File: src/rtl/codec_init_sequencer.sv
// Codec init sequencer: walks a ROM of {reg, value} writes and hands each one to
// the I2C engine over its go/rdy handshake, with power-on wait, inter-write gap and NAK retry.
module codec_init_sequencer #(
   parameter int N_CMDS       = 16,
   parameter int DELAY_CYCLES = 1000,
   parameter int POR_WAIT     = 65535,
   parameter int MAX_RETRY    = 3,
   parameter int AUTO_START   = 1
) (
   input  logic        clk,
   input  logic        rst,
   input  logic        start,
   output logic        busy,
   output logic        done,
   output logic        err,
   output logic [7:0]  err_idx,
   output logic [7:0]  cmd_idx,
   input  logic [15:0] cmd_word,
   output logic        i2c_go,
   input  logic        i2c_rdy,
   input  logic        i2c_nak,
   output logic [7:0]  i2c_reg,
   output logic [7:0]  i2c_data
);

   // Counter load values are "clocks - 1"; a zero request still spends one clock.
   localparam logic [23:0] POR_LOAD  = (POR_WAIT > 0) ? 24'(POR_WAIT - 1) : 24'd0;
   localparam logic [23:0] GAP_LOAD  = (DELAY_CYCLES > 0) ? 24'(DELAY_CYCLES - 1) : 24'd0;
   localparam logic [3:0]  RETRY_MAX = 4'(MAX_RETRY);
   localparam logic [7:0]  END_IDX   = 8'(N_CMDS);

   typedef enum logic [3:0] {
      S_IDLE, S_POR, S_FETCH, S_LOAD, S_ISSUE,
      S_WAIT_ACC, S_WAIT_DONE, S_GAP, S_DONE, S_ERROR
   } state_t;

   state_t      r_state;
   logic [23:0] r_cnt;
   logic [3:0]  r_retry;
   logic        r_gap_to_issue;
   logic        r_busy;
   logic        r_done;
   logic        r_err;
   logic [7:0]  r_err_idx;
   logic [7:0]  r_cmd_idx;
   logic        r_go;
   logic [7:0]  r_reg;
   logic [7:0]  r_data;

   always_ff @(posedge clk) begin
      if (rst) begin
         r_state        <= (AUTO_START != 0) ? S_POR : S_IDLE;
         r_cnt          <= POR_LOAD;
         r_retry        <= 4'd0;
         r_gap_to_issue <= 1'b0;
         r_busy         <= 1'b0;
         r_done         <= 1'b0;
         r_err          <= 1'b0;
         r_err_idx      <= 8'd0;
         r_cmd_idx      <= 8'd0;
         r_go           <= 1'b0;
         r_reg          <= 8'd0;
         r_data         <= 8'd0;
      end else begin
         r_go <= 1'b0;
         case (r_state)
            S_IDLE: begin
               if (start) begin
                  r_cmd_idx <= 8'd0;
                  r_retry   <= 4'd0;
                  r_busy    <= 1'b1;
                  r_state   <= S_FETCH;
               end
            end
            S_POR: begin
               if (r_cnt == 24'd0) begin
                  r_cmd_idx <= 8'd0;
                  r_retry   <= 4'd0;
                  r_busy    <= 1'b1;
                  r_state   <= S_FETCH;
               end else begin
                  r_cnt <= r_cnt - 24'd1;
               end
            end
            // The ROM answers one clock after cmd_idx, so LOAD sees the word.
            S_FETCH: r_state <= S_LOAD;
            S_LOAD: begin
               if (cmd_word == 16'hFFFF || r_cmd_idx == END_IDX) begin
                  r_done  <= 1'b1;
                  r_busy  <= 1'b0;
                  r_state <= S_DONE;
               end else begin
                  r_reg   <= cmd_word[15:8];
                  r_data  <= cmd_word[7:0];
                  r_state <= S_ISSUE;
               end
            end
            S_ISSUE: begin
               if (i2c_rdy) begin
                  r_go    <= 1'b1;
                  r_state <= S_WAIT_ACC;
               end
            end
            S_WAIT_ACC: begin
               if (!i2c_rdy) r_state <= S_WAIT_DONE;
            end
            S_WAIT_DONE: begin
               if (i2c_rdy) begin
                  if (!i2c_nak) begin
                     r_cmd_idx      <= r_cmd_idx + 8'd1;
                     r_retry        <= 4'd0;
                     r_gap_to_issue <= 1'b0;
                     r_cnt          <= GAP_LOAD;
                     r_state        <= S_GAP;
                  end else if (r_retry < RETRY_MAX) begin
                     r_retry        <= r_retry + 4'd1;
                     r_gap_to_issue <= 1'b1;
                     r_cnt          <= GAP_LOAD;
                     r_state        <= S_GAP;
                  end else begin
                     r_err     <= 1'b1;
                     r_err_idx <= r_cmd_idx;
                     r_busy    <= 1'b0;
                     r_state   <= S_ERROR;
                  end
               end
            end
            // A retry re-issues the latched reg/data without touching the ROM.
            S_GAP: begin
               if (r_cnt == 24'd0) begin
                  r_state <= r_gap_to_issue ? S_ISSUE : S_FETCH;
               end else begin
                  r_cnt <= r_cnt - 24'd1;
               end
            end
            S_DONE: begin
               if (start) begin
                  r_done    <= 1'b0;
                  r_cmd_idx <= 8'd0;
                  r_retry   <= 4'd0;
                  r_busy    <= 1'b1;
                  r_state   <= S_FETCH;
               end
            end
            S_ERROR: begin
               if (start) begin
                  r_err     <= 1'b0;
                  r_err_idx <= 8'd0;
                  r_cmd_idx <= 8'd0;
                  r_retry   <= 4'd0;
                  r_busy    <= 1'b1;
                  r_state   <= S_FETCH;
               end
            end
            default: r_state <= S_IDLE;
         endcase
      end
   end

   assign busy     = r_busy;
   assign done     = r_done;
   assign err      = r_err;
   assign err_idx  = r_err_idx;
   assign cmd_idx  = r_cmd_idx;
   assign i2c_go   = r_go;
   assign i2c_reg  = r_reg;
   assign i2c_data = r_data;

endmodule
File: config.mk
export PLATFORM = sky130hd
export DESIGN_NAME = codec_init_sequencer
export DESIGN_NICKNAME = d
export VERILOG_FILES = /design/src/rtl/codec_init_sequencer.sv
export SDC_FILE = /design/constraint.sdc
export NUM_CORES = 1
export LEC_CHECK = 0
export ABC_AREA = 1
export CAP_MARGIN = 20
export CORE_UTILIZATION = 40
export DETAILED_ROUTE_END_ITERATION = 6
export SLEW_MARGIN = 0
export SYNTH_ARGS = -nofsm -noshare
export SYNTH_HDL_FRONTEND = slang
export SYNTH_SLANG_ARGS = --single-unit
File: constraint.sdc
create_clock -name clk -period 3 [get_ports clk]
set_input_delay 0.75 -clock clk [delete_from_list [all_inputs] [get_ports clk]]
set_output_delay 0.75 -clock clk [all_outputs]
set_load 0.005 [all_outputs]
# ---- Word level (Yosys, flattened, before mapping)
# Index checks and enable logic that the tools add are counted.
dict set report word_totals {
  input_bits 21
  word_cells 112
  ff_bits 69
  output_inout_bits 36
}
dict set report op_classes {
  bitwise 2
  eq_ne 26
  n_lt_le_gt_ge 1
  n_reduce_logical 20
  n_mux 48
  n_addsub 3
}
# operator count
set ops {}
lappend ops {{$mux W24} 4}
lappend ops {{$mux W4} 14}
lappend ops {{$mux W8} 7}
lappend ops {{$pmux W24 S2} 1}
lappend ops {{$pmux W4 S8} 1}
lappend ops {{$logic_not A24 Y1} 1}
lappend ops {{$ne A2 B2 Y1 const B} 12}
lappend ops {{$pmux W8 S3} 1}
lappend ops {{$sub A24 B1 Y24 const B} 1}
lappend ops {{$eq A16 B16 Y1 const B} 1}
lappend ops {{$eq A4 B3 Y1 const B} 4}
lappend ops {{$pmux W8 S2} 1}
lappend ops {{$reduce_and A5 Y1} 3}
lappend ops {{$mux W1} 14}
lappend ops {{$pmux W4 S3} 1}
lappend ops {{$add A8 B1 Y8 const B} 1}
lappend ops {{$eq A4 B2 Y1 const B} 2}
lappend ops {{$eq A4 B4 Y1 const B} 2}
lappend ops {{$eq A8 B5 Y1 const B} 1}
lappend ops {{$reduce_and A7 Y1} 1}
lappend ops {{$reduce_and A3 Y1} 2}
lappend ops {{$reduce_and A6 Y1} 1}
lappend ops {{$reduce_bool A2 Y1} 3}
lappend ops {{$add A4 B1 Y4 const B} 1}
lappend ops {{other kinds (16)} 20}

# ---- Logic depth before layout (Yosys ltp)
dict set report depth {
  ltp_word 5
  depth_mapped 13
  depth_no_buf 13
}

# ---- Least setup slack after synthesis
# No wires, ideal clock.
dict set report synth_path {
  kind {input to register}
  from {input port cmd_word[10]}
  to {register r_data[4], in the netlist i2c_data[4]}
  path_slack_ns 1.336
  stages 7
  arrival_time_ns 1.594
  required_time_ns 2.930
  setup_time_ns 0.070
  n_path_buf 1
  cell_sequence {nand4_1 -> nor2_1 -> nand2_1 -> nand3_1 -> clkbuf_1 -> o21ai_0 -> a21oi_1}
}
dict set report synth_via {
  elab_chain_cells 4
}
# item line
set synth_lines {}
lappend synth_lines {{from (decl)} 18} ;# input logic [15:0] cmd_word,
lappend synth_lines {{$eq A16 B16 Y1} 88} ;# if (cmd_word == 16'hFFFF || r_cmd_idx == END_IDX) begin
lappend synth_lines {{$logic_or A1 B1 Y1} 88}
lappend synth_lines {{$not A1 Y1 (no line)} n/a}
lappend synth_lines {{$reduce_and A2 Y1 (no line)} n/a}
lappend synth_lines {{to (signal assigned)} 94} ;# r_data <= cmd_word[7:0];
lappend synth_lines {{to (decl)} 48} ;# logic [7:0] r_data;
# Every way passes these cells.
# A chain may end at the register's enable or synchronous reset.

# ---- Worst setup path in the final report
dict set report layout_path {
  from {register r_cmd_idx[2], in the netlist cmd_idx[2]}
  to {output port cmd_idx[2]}
}
# item line
set layout_lines {}
lappend layout_lines {{from (decl)} 45} ;# logic [7:0] r_cmd_idx;
lappend layout_lines {{from (signal assigned)} 110} ;# r_cmd_idx <= r_cmd_idx + 8'd1;
lappend layout_lines {{to (decl)} 17} ;# output logic [7:0] cmd_idx,
# No word-level cell between the ends.

==> out/metrics.yaml <==
switchingPower_mw: 1.59
crit_chain: "clkdlybuf4s50_1"
synth_most_common_cell: "nand2_1"
p_int_mw: 2.16
max_freq_ghz: 0.460
vias: 3765
min_period_ns: 2.17
n_fill_cell: 936
rr_startpoint: "r_cnt[0]"
postRouteAntennaNets: 0
clock_path_buffers: 2
met1_length_um: 4730
fin_crit_sh_pct: 72.5
synth.cells.most_frequent: "132 x nand2_1, 108 x nor2_1, 69 x dfxtp_1"
cts_root_buffer: "clkbuf_8"
yosys_warnings: 0
synth_cell_types: 36
whs_ns: 0.446
grt_usage_pct: 20.9
synth_area_leaders: "dfxtp_1 36%, nand2_1 13%, nor2_1 11%, nand3_1 5.4%, a21oi_1 5.0%"
clock_skew_ns: 0.00762
wl_um: 9530
drc: 0
drv_slew: 0
grt_first_pass_wirelength_um: 16600
port_buffers: 56
dp_hpwl_um: 6930
ios: 57
p_sw_share_pct: 42.4
r2r_end: "cmd_idx[0]"
met3_length_um: 414
reg2reg_slack_ns: 1.01
top_layer: "met4"
cts_buffers: 9
cpMaxStageDelayCell: "clkdlybuf4s50_1"
async_reset_ff_share_pct: 0
nets: 649
place_inst: 723
wl_met2_um: 4270
crit_path_start: "cmd_idx[2]"
grt_pass1_vias: 3622
worst_pin_slew_ns: 0.530
drt_iter0_markers: 162
path_clk_slew_ns: 0.08
sequentialPowerShare_pct: 34.6
clock_sinks: 69
areaGrowthSynthToFinish_pct: 22.1
htreeDepth: 3
powerDensity_mw_per_mm2: 810
antenna_found_initial: 0
die_y_um: 99.3
setup_violations: 0
yosysTopAreaCell: "dfxtp_1"
final_cells: 739
min_path_cells: 2
leakage_nw: 1.81
ys.flop_type: "dfxtp_1"
fp.dieW_um: 99.3
cp_top_family: "buffers and inverters"
syn_area_mm2: 0.00378
insertion_delay_ns: 0.35
holdPathEnd: "r_retry[3]"
avgSynthCellArea_um2: 6.66
drive_gt1_share_pct: 7.96
cp-end-kind: "output pin"
first_pass_iters: 5
clkPwrFrac_pct: 21.3
worstSetupPathType: "reg2out"
vias_per_cell: 5.09
max_stage_delay_ns: 0.57
ctsResizeCount: 0
largest_reg_flops: 24
synth_seq_cells: 69
hp-class: "reg2reg"
n_antenna_cell: 0
critPathBufInv: 1
cp_data_arrival_time_ns: 1.42
wl_per_cell_um: 12.9
synthCells: 568
p_comb_share_pct: 44.1
critPathLaunchType: "register"
start_util_pct: 41.2
ff2ff_path_depth: 13
core_area_mm2: 0.00920
cap_violations: 0
holdBufCountCts: 0
fp.dieArea_mm2: 0.00986
critPathMaxFanout: 8
hold_viol: 0
cts_tree: "yes"
slew_headroom_pct: 64.4
gp_congestion: 0.849
synth_edf_count: 0
rows: 35
yosysSeqAreaShare_pct: 36.5
hp-start: "r_retry[3]"
yosysTopAreaCellShare_pct: 36.5
rsz0062_at_grt: "no"
ir_worst_vdd_v: 0.000470
postCtsSetupBuffers: 0
grt_max_degree: 33
regMostFlops: "r_cnt"
syn-num-nets: 594
setup-tns-final_ns: 0
grt-ovfl-total: 0
outcome: "completed"
critPathRequiredTime_ns: 2.25
==> power by group through the flow <==
| stage | Sequential (mW) | Combinational (mW) | Clock [mW] |
|---|---|---|---|
| after floorplan | 1.28 | 1.26 | 0 |
| after global placement | 1.31 | 1.64 | 0 |
| after detailed placement | 1.31 | 1.66 | 0 |
| after CTS | 1.30 | 1.66 | 0.819 |
| after global routing | 1.33 | 1.89 | 0.860 |
| final | 1.30 | 1.65 | 0.798 |
==> metrics by stage <==
stage	total power [mW]	cell area, µm²	worst slack (ns)	util, %
CTS	3.78	4620	0.822	50.3
finish	3.74	4620	0.825	50.3
global placement	2.94	4420	0.535	48.1
detailed placement	2.97	4420	0.507	48.1
global route	4.08	4620	0.729	50.3
floorplan	2.55	3780	1.34	-
==> cells in the final DEF, fill, tap and decap left out, types with 4 or more instances in the layout <==
cell,count
nand3b_1,4
nor2_1,108
o21ai_1,9
nand4_1,22
nand3_1,41
nand2_2,5
inv_1,50
o21ai_0,19
a21oi_1,38
dfxtp_1,69
clkdlybuf4s50_1,56
ha_1,5
buf_4,4
inv_2,6
nand2_1,132
xor2_1,8
clkbuf_8,11
nor2_4,4
==> how the worst max path moves through the flow <==
stage / depth (start not counted) / slack, ns / endpoint
6_report: 1 / 0.83 / cmd_idx[2]
4_1_cts: 1 / 0.82 / cmd_idx[2]
2_1_floorplan: 7 / 1.34 / i2c_data[4]
5_1_grt: 13 / 0.73 / cmd_idx[0]
3_3_place_gp: 10 / 0.54 / r_cnt[23]
3_5_place_dp: 10 / 0.51 / r_cnt[20]
==> area by class of cell <==
class	instances	area, µm²	share of cell area, %
clock buffers	13	159	3.44
clock inverters	3	43.8	0.947
inverters	59	226	4.90
multi-input cells	424	2080	45.1
flip-flops and latches	69	1380	29.9
well taps	111	139	3.00
repair buffers	60	591	12.8
==> routing by layer <==
metal,global-route usage [%],up-vias
met5,0,-
li1,-,1949
met3,4.43,11
met1,27.7,1723
met2,33.8,82
met4,6.79,0
==> kinds of logic after synthesis <==
| kind of cell | count (synthesis) | synth area share, % |
|---|---|---|
| simple gates | 330 | 39.5 |
| compound gates | 78 | 11.4 |
| buf+inv | 75 | 8.46 |
| flops | 69 | 36.5 |
| xor+xnor | 11 | 2.55 |
| fa+ha+maj | 5 | 1.65 |
Power figures use the tool's default switching activity.
==> RTL edit: new RTL, same settings <==
Re-encode `state_t` (10 states) as one-hot, 10 bits wide.
--- a/src/rtl/codec_init_sequencer.sv
+++ b/src/rtl/codec_init_sequencer.sv
@@ -29,9 +29,9 @@
    localparam logic [3:0]  RETRY_MAX = 4'(MAX_RETRY);
    localparam logic [7:0]  END_IDX   = 8'(N_CMDS);
 
-   typedef enum logic [3:0] {
-      S_IDLE, S_POR, S_FETCH, S_LOAD, S_ISSUE,
-      S_WAIT_ACC, S_WAIT_DONE, S_GAP, S_DONE, S_ERROR
+   typedef enum logic [9:0] {
+      S_IDLE = 10'b0000000001, S_POR = 10'b0000000010, S_FETCH = 10'b0000000100, S_LOAD = 10'b0000001000, S_ISSUE = 10'b0000010000,
+      S_WAIT_ACC = 10'b0000100000, S_WAIT_DONE = 10'b0001000000, S_GAP = 10'b0010000000, S_DONE = 10'b0100000000, S_ERROR = 10'b1000000000
    } state_t;
 
    state_t      r_state;
Behaviour: same outputs for any inputs over 4 cycles, from zero or initial values and one cycle with rst high; so few cycles prove little.
==> RTL edit against the unedited design <==
  * Sequential cell count up 6
  * Synthesized area up 9.1%
  * Worst setup slack worse by 0.039 ns
  * Routed wire length up 5.5%
  * Critical path depth up 7
  * Power down 5.3%
  * Worst hold slack worse by 0.0027 ns
  * Sequential share of layout area up 0.33 points
  * First-iteration DRC count down 9.9%
  * Final area up 7.5%
  * Non-clock buffer count unchanged
  * Largest cell class unchanged
==> RTL edit: results <==
set metrics [dict create \
    grt_pass1_vias 3688 \
    clkLatencyLatePin_ns 0.35 \
    finalWirelength_um 10060 \
    synth_cell_type_count 40 \
    skew_ns 0.01240 \
    antenna_found_initial 0 \
    clock_path_buffers 2 \
    max_stage_delay_ns 0.52 \
    ys_top_cells_by_area "dfxtp_1 36%, nand2_1 13%, nor2_1 8.3%, inv_1 6.4%, nand3_1 5.1%" \
    reg2reg_setup_slack_ns 1.01 \
    worstPathMaxFanout 29 \
    cts_resized 0 \
    worstPathArrival_ns 2.43 \
    synth_common_cells "142 x nand2_1, 91 x nor2_1, 75 x dfxtp_1, 70 x inv_1, 42 x nand3_1" \
    dp_hpwl_um 7552 \
    drive_above_1_share_pct 9.610 \
    reg2reg_depth 10 \
    num_vias 3998 \
    yosysWarnings 0 \
    htree_levels 3 \
    cts_setup_buffers 0 \
    drtIter0Drc 146 \
    vdd.ir_drop.worst_v 0.0003385 \
    worst_slew_pin_slew_ns 0.5834 \
    hold_path.class "flop to flop" \
    reg2reg_to "r_cnt[23]$_SDFFE_PP0P_" \
    syn-num-nets 632 \
    grt_pass1_wl_um 17460 \
    grt_use_total_pct 19.82 \
    synth_area_leader_cell "dfxtp_1" \
    holdCritStartpoint "i2c_reg[3]$_SDFFE_PP0N_" \
    leakagePower_nw 2.031 \
    reg_top3 "r_cnt (24), r_state (10)" \
    status "finished clean" \
    r2r_start "r_cnt[0]$_SDFFE_PP0P_" \
    fin_nets 688 \
    holdPathStages 2 \
    n_antenna_cell 0 \
    synth_seq_area_share_pct 36.35 \
    hold_end "i2c_reg[3]$_SDFFE_PP0N_" \
    finalMaxSlewViolations 0 \
    gp_congestion 0.8718 \
    grt_start_max_net_pins 45 \
    clk_pin_slew_ns 0.08 \
    place.port_buffers 56 \
]
-- RTL edit: worst register-to-register path, delay by kind of cell (launching register included) --
family          cells  cell delay (ns)
buf+inv             2             0.45
simple gates        6             0.79
compound gates      1             0.14
flops               1             0.32
fa+ha+maj           1             0.23
-- RTL edit: cell type report --
cell class,count,area (µm²)
Clock inverter,6,66.31
Fill cell,1003,4938
Inverter,75,286.5
Sequential cell,75,1501
Timing Repair Buffer,60,590.6
Clock buffer,9,123.9
Multi-Input combinational cell,441,2236
Tap cell,133,166.4
-- RTL edit: per-layer routing --
| metal | track usage, % | vias up | wire length (µm) |
|---|---|---|---|
| met4 | 7.764 | 0 | 168 |
| met1 | 26.57 | 1806 | 4858 |
| met3 | 3.461 | 17 | 522 |
| met5 | 0 | - | 0 |
| li1 | - | 2070 | - |
| met2 | 31.59 | 105 | 4509 |
-- RTL edit: cell families (layout without fill, tap and decap cells) --
logic type,count (synthesis),after routing,synth area share [%]
DFF,75,75,36.35
AOI/OAI and AO/OA,88,88,11.88
buffers and inverters,90,150,9.512
and+or+nand+nor,343,343,39.69
adders and majority gates,5,5,1.515
xor gates and xnor gates,5,5,1.060
-- RTL edit: worst max-delay path by stage --
stage                 start  cells after the start                    end  slack [ns]
finish              i2c_rdy                      8  r_cnt[2]$_SDFFE_PP1P_        0.79
global route        i2c_nak                      9  r_cnt[2]$_SDFFE_PP1P_        0.68
CTS                 i2c_rdy                      8  r_cnt[7]$_SDFFE_PP1P_        0.79
detailed placement  i2c_rdy                      8  r_cnt[7]$_SDFFE_PP1P_        0.42
global placement    i2c_rdy                      8  r_cnt[2]$_SDFFE_PP1P_        0.47
floorplan           i2c_nak                      9  r_cnt[7]$_SDFFE_PP1P_        1.23
-- RTL edit: where the power goes --
part | switching [mW] | total (mW) | internal (mW)
registers | 0.121 | 1.24 | 1.11
logic | 1.06 | 1.54 | 0.480
clock network | 0.387 | 0.767 | 0.381
total | 1.57 | 3.55 | 1.98
-- RTL edit: metrics by stage --
| stage | power, mW | cell area, µm² | cells | hold WS, ns | worst slack (ns) |
|---|---|---|---|---|---|
| floorplan | 2.582 | 4130 | 606 | 0.4402 | 1.228 |
| global route | 3.847 | 4971 | 799 | 0.4615 | 0.6750 |
| detailed placement | 2.799 | 4781 | 784 | 0.4368 | 0.4232 |
| CTS | 3.582 | 4971 | 799 | 0.4485 | 0.7882 |
| finish | 3.547 | 4971 | 799 | 0.4432 | 0.7860 |
| global placement | 2.780 | 4781 | 784 | 0.4310 | 0.4653 |
